File: src/rtl/fetch_unit_if.sv
// fetch_unit_if: fetch-stage control, instruction-memory and decoder handshake signals.
interface fetch_unit_if #(
   parameter int ADDRESS_SIZE = 32,
   parameter int INSTR_SIZE   = 32
);
   logic                    halt;
   logic                    redirect;
   logic [ADDRESS_SIZE-1:0] redirect_pc;
   logic                    imem_req;
   logic [ADDRESS_SIZE-1:0] imem_addr;
   logic [INSTR_SIZE-1:0]   imem_rdata;
   logic                    out_valid;
   logic                    out_ready;
   logic [INSTR_SIZE-1:0]   out_instr;
   logic [ADDRESS_SIZE-1:0] out_pc;

   modport master (
      input  halt, redirect, redirect_pc, imem_rdata, out_ready,
      output imem_req, imem_addr, out_valid, out_instr, out_pc
   );

   modport slave (
      output halt, redirect, redirect_pc, imem_rdata, out_ready,
      input  imem_req, imem_addr, out_valid, out_instr, out_pc
   );
endinterface

File: src/rtl/fetch_unit.sv
// fetch_unit: PC owner issuing 1-cycle-latency imem requests into a {pc, instr} queue
// drained by the decoder over valid/ready, with redirect/flush and halt.
module fetch_unit #(
   parameter int                      ADDRESS_SIZE = 32,
   parameter int                      INSTR_SIZE   = 32,
   parameter logic [ADDRESS_SIZE-1:0] BOOT_ADDRESS = 32'h1000,
   parameter int                      FIFO_DEPTH   = 4
) (
   input logic          clk,
   input logic          reset,
   fetch_unit_if.master bus
);
   localparam int PW = $clog2(FIFO_DEPTH);
   localparam int CW = PW + 1;

   logic [ADDRESS_SIZE-1:0] pc, inflight_pc;
   logic                    inflight;
   logic [PW-1:0]           rd_ptr, wr_ptr;
   logic [CW-1:0]           count;
   logic [CW:0]             used;
   logic [ADDRESS_SIZE-1:0] q_pc [FIFO_DEPTH];
   logic [INSTR_SIZE-1:0]   q_instr [FIFO_DEPTH];
   logic                    issue, pop;

   // Credit counts the word in flight so its response always has a free slot.
   assign used  = {1'b0, count} + {{CW{1'b0}}, inflight};
   assign issue = reset && !bus.halt && !bus.redirect && (used < (CW+1)'(FIFO_DEPTH));
   assign pop   = bus.out_valid && bus.out_ready;

   assign bus.imem_req  = issue;
   assign bus.imem_addr = pc;
   assign bus.out_valid = (count != '0) && !bus.redirect;
   assign bus.out_instr = q_instr[rd_ptr];
   assign bus.out_pc    = q_pc[rd_ptr];

   always_ff @(posedge clk or negedge reset) begin
      if (!reset) begin
         pc          <= BOOT_ADDRESS;
         inflight    <= 1'b0;
         inflight_pc <= '0;
         rd_ptr      <= '0;
         wr_ptr      <= '0;
         count       <= '0;
         for (int i = 0; i < FIFO_DEPTH; i++) begin
            q_pc[i]    <= '0;
            q_instr[i] <= '0;
         end
      end else if (bus.redirect) begin
         // Dropping inflight also discards the stale response due next cycle.
         pc       <= {bus.redirect_pc[ADDRESS_SIZE-1:2], 2'b00};
         inflight <= 1'b0;
         rd_ptr   <= '0;
         wr_ptr   <= '0;
         count    <= '0;
      end else begin
         inflight <= issue;
         if (issue) begin
            inflight_pc <= pc;
            pc          <= pc + ADDRESS_SIZE'(4);
         end
         if (inflight) begin
            q_pc[wr_ptr]    <= inflight_pc;
            q_instr[wr_ptr] <= bus.imem_rdata;
            wr_ptr          <= wr_ptr + 1'b1;
         end
         if (pop) rd_ptr <= rd_ptr + 1'b1;
         count <= count + CW'(inflight) - CW'(pop);
      end
   end
endmodule

File: src/flat_wrapper.sv
// flat-port wrapper written by rule: the top's interface ports become plain ports
module fetch_unit_flat 
#(
   parameter int                      ADDRESS_SIZE = 32,
   parameter int                      INSTR_SIZE   = 32,
   parameter logic [ADDRESS_SIZE-1:0] BOOT_ADDRESS = 32'h1000,
   parameter int                      FIFO_DEPTH   = 4
)
  (clk, reset, bus_halt, bus_redirect, bus_redirect_pc, bus_imem_rdata, bus_out_ready, bus_imem_req, bus_imem_addr, bus_out_valid, bus_out_instr, bus_out_pc);
  fetch_unit_if #(.ADDRESS_SIZE(ADDRESS_SIZE), .INSTR_SIZE(INSTR_SIZE)) bus_i ();
  input logic clk;
  input logic reset;
  input wire logic [$bits(bus_i.halt)-1:0] bus_halt;
  input wire logic [$bits(bus_i.redirect)-1:0] bus_redirect;
  input wire logic [$bits(bus_i.redirect_pc)-1:0] bus_redirect_pc;
  input wire logic [$bits(bus_i.imem_rdata)-1:0] bus_imem_rdata;
  input wire logic [$bits(bus_i.out_ready)-1:0] bus_out_ready;
  output wire logic [$bits(bus_i.imem_req)-1:0] bus_imem_req;
  output wire logic [$bits(bus_i.imem_addr)-1:0] bus_imem_addr;
  output wire logic [$bits(bus_i.out_valid)-1:0] bus_out_valid;
  output wire logic [$bits(bus_i.out_instr)-1:0] bus_out_instr;
  output wire logic [$bits(bus_i.out_pc)-1:0] bus_out_pc;
  assign bus_i.halt = bus_halt;
  assign bus_i.redirect = bus_redirect;
  assign bus_i.redirect_pc = bus_redirect_pc;
  assign bus_i.imem_rdata = bus_imem_rdata;
  assign bus_i.out_ready = bus_out_ready;
  assign bus_imem_req = bus_i.imem_req;
  assign bus_imem_addr = bus_i.imem_addr;
  assign bus_out_valid = bus_i.out_valid;
  assign bus_out_instr = bus_i.out_instr;
  assign bus_out_pc = bus_i.out_pc;
  fetch_unit #(.ADDRESS_SIZE(ADDRESS_SIZE), .INSTR_SIZE(INSTR_SIZE), .BOOT_ADDRESS(BOOT_ADDRESS), .FIFO_DEPTH(FIFO_DEPTH)) u_core (.clk(clk), .reset(reset), .bus(bus_i));
endmodule
File: config.mk
export PLATFORM = sky130hd
export DESIGN_NAME = fetch_unit_flat
export DESIGN_NICKNAME = d
export VERILOG_FILES = /design/src/rtl/fetch_unit_if.sv /design/src/rtl/fetch_unit.sv /design/src/flat_wrapper.sv
export SDC_FILE = /design/constraint.sdc
export NUM_CORES = 1
export LEC_CHECK = 0
export ABC_CLOCK_PERIOD_IN_PS = 2750
export BUFFER_PORTS_ARGS = -buffer_cell sky130_fd_sc_hd__buf_2
export CAP_MARGIN = 10
export CORE_ASPECT_RATIO = 0.75
export CORE_MARGIN = 1
export CORE_UTILIZATION = 58
export DETAILED_ROUTE_END_ITERATION = 12
export PLACE_DENSITY_LB_ADDON = 0.25
export SLEW_MARGIN = 20
export SYNTH_ARGS = -nofsm -noshare
export SYNTH_HDL_FRONTEND = slang
export SYNTH_SLANG_ARGS = --single-unit
File: constraint.sdc
create_clock -name clk -period 2.75 [get_ports clk]
set_input_delay 0.55 -clock clk [delete_from_list [all_inputs] [get_ports clk]]
set_output_delay 0.55 -clock clk [all_outputs]
set_load 0.01 [all_outputs]
==> run metrics <==
outcome=complete, no violations; Seq/Total Area, Yosys=0.5623; routed vias=8515; design area=16450 um2; io pins=167; mux share of post-synthesis cell area=0.3018; Peak Freq=374.3 MHz; unrepaired setup endpoints after global routing=no; Syn Std Cell Area=14060 um2; Vias/cell=5.808; Post-synth EDFFs=0; Crit. End Element=primary output; maximum VDD drop=0.6756 mV; vias in the first global route=8692; Detailed Route WL=29.44 mm; Bufs on Longest Clock Path=3; layout cells sized above 1=0.4923; Synth Area in Compound Gates=0.01859; Final Skew=0.01361 ns; critical path class=flop to primary output; DR WL/cell=20.08 um; total number of yosys warnings=0; number of clock sinks=316; Tot Pwr=14160 uW; drt drc=0; Die Y=136.9 um; detailed placement HPWL=18.52 mm; most area-consuming cells after synthesis=dfrtp_1 (56%), mux2_2 (20%), mux4_2 (9.9%); row cnt=48; end point of the critical path=bus_imem_req; Die Width=181.8 um; total die area=24880 um2; IO buf count=160; routability congestion estimate=0.8302; Antenna Nets Post-Route=0; R2R cell count=11; Worst R2R Start=u_core.count[1]; H-tree depth=1; pwr dens=860.6 nW/um2; largest net degree at the start of global routing=174; largest family of logic cells by synthesized area=multiplexers; Power Internal=10100 uW; net switching share of the total power=0.2865; Worst Path Arrival=2.12 ns; gr usage total=0.2462; Tmin final=2.672 ns; CP required=2.20 ns; RR Endpoint=u_core.count[2]; Combinational Power Share=0.257; # fillers=1612; fin crit share=0.9716; cts bufs inserted=30; top_reg_cell synth=dfrtp_1; final hold vios=0; Worst Tran Pin Value=1.030 ns; Yosys reg bits=316; CP startpoint=u_core.count[1]; P&R area growth vs syn=16.97%; class of the worst hold path=input pin to asynchronous set/reset pin; Final Core Density=0.7024; CTS clock-pin slew for the worst setup and hold paths=0.07 ns; adder-cell share of the synthesized area=0.008540; max-slew violations=0; Sw Pwr=4057 uW; number of DRC markers in iteration 0=462; grt total ovfl=0; XOR/XNOR Fraction of Synth Area=0.01868; CTS tree=done; LEAKAGE=0.008095 uW; sequential power share=0.435; drt first pass iters=5; commonest cells in the netlist=dfrtp_1 (315), mux2_2 (250), nand2_1 (119); clock share of power=0.308; Inserted Diodes=0; crit-path max FO=3; Setup violations, final=0; Post-DP Area=15310 um2; Initial Util=0.6005; Avg Synthesized Cell Area=14.32 um2; count leader, synth=dfrtp_1; final setup TNS=0 ns; Synth area leader=dfrtp_1; Core ar.=23420 um2; Yosys cell types=47; first-pass GRT wire length=47.56 mm; headroom to the max-slew limit=0.3135; nets=1221; Synth top area share=0.5604; maxcap violations=0; asr flop ratio synth=1.000; flop2flop setup slack=0.44 ns; crit start category=flop; Mapped Cells=982; Root Driver=clkbuf_16; clock latency at the later pin of the worst-skew pair=0.55 ns; Post-Synth Simple-Gate Area=0.06574; initial antenna violation count=0
layout make-up:
class,count,area (um2),area share
tap,300,375.4,0.02282
timing repair buffer,190,1174,0.07134
clock inverter,14,160.2,0.009735
sequential,316,7919,0.4813
multi-input combinational,594,5877,0.3572
clock buffer,41,903.4,0.05491
inverter,11,43.79,0.002662
worst min path at each step:
stage                        startpoint                        to  cells past startpoint
global route        bus_redirect_pc[12]  u_core.bus.imem_addr[12]                      3
finish                            reset          u_core.wr_ptr[1]                      2
CTS                 bus_redirect_pc[12]  u_core.bus.imem_addr[12]                      3
global placement                  reset          u_core.q_pc[104]                      1
detailed placement                reset          u_core.q_pc[104]                      1
floorplan                         reset  u_core.bus.imem_addr[10]                      0
per-layer routing:
| metal | vias to the layer above | part of all wire | track usage |
|---|---|---|---|
| li1 | 3863 | - | - |
| met1 | 4394 | 0.46 | 0.3611 |
| met5 | - | 0 | 0 |
| met2 | 219 | 0.47 | 0.3936 |
| met3 | 39 | 0.052 | 0.03965 |
| met4 | 0 | 0.016 | 0.05085 |
stage by stage:
stage	hold WS (ns)	setup slack [ns]	std cells
after floorplan	0.2544	0.1844	985
after global placement	0.3678	0.3555	1405
after detailed placement	0.3674	0.3186	1405
after CTS	0.1958	0.02327	1465
after global routing	0.2102	0.01621	1466
final	0.1067	0.07803	1466
cells in the final DEF (no fill, tap or decap), types with 3 or more instances in the layout:
cell        count
conb_1          4
nor4_1         11
buf_2         158
clkbuf_8        9
and4_1          5
o21ai_0         4
nand2_4         4
bufinv_16       3
clkinv_2        6
nor2_1         14
o21ai_1        25
o2111ai_1       3
and3_1          7
buf_4          18
inv_1          10
buf_12         10
xnor2_1        23
clkinvlp_4      3
dfrtp_1       311
clkbuf_16      31
xor2_1          7
mux4_2         62
nand2_1       115
nor3_1         12
nand3_1        10
ha_1            7
mux2_2        250
power by group through the flow:
stage / sequential (uW) / clock (uW) / combinational [uW]
after floorplan: 5980 / 0 / 2480
after global placement: 6220 / 0 / 3530
after detailed placement: 6260 / 0 / 3590
after CTS: 6160 / 4420 / 3680
after global routing: 6280 / 4600 / 3950
final: 6160 / 4360 / 3640
registers in the layout (all words and copies together), names as in the netlist:
register,count
u_core.bus.imem_addr,30
u_core.count,3
u_core.inflight,1
u_core.inflight_pc,30
u_core.q_instr,128
u_core.q_pc,120
u_core.rd_ptr,2
u_core.wr_ptr,2
worst max-delay path: stages (launching register included):
cell and delay (ns):
dfrtp_2 0.43, ha_4 0.17, and4b_1 0.27, mux2i_2 0.09, or3_4 0.42, inv_4 0.10, buf_6 0.10
cells by family after synthesis:
family                     Yosys count
other                                1
and+or+nand+nor                    195
adders and majority gates            9
xor gates and xnor gates            30
muxes                              315
DFF                                316
AOI/OAI and AO/OA                   41
buffers and inverters               75
timing repair:
action,in CTS,in global routing
hold endpoints to repair,10,0
setup buffers,4,1
hold buffers,1,0
pin swaps,0,1
setup endpoints to repair,8,1
resized for setup,4,3
Note: power is estimated with default switching activity, not from simulation.
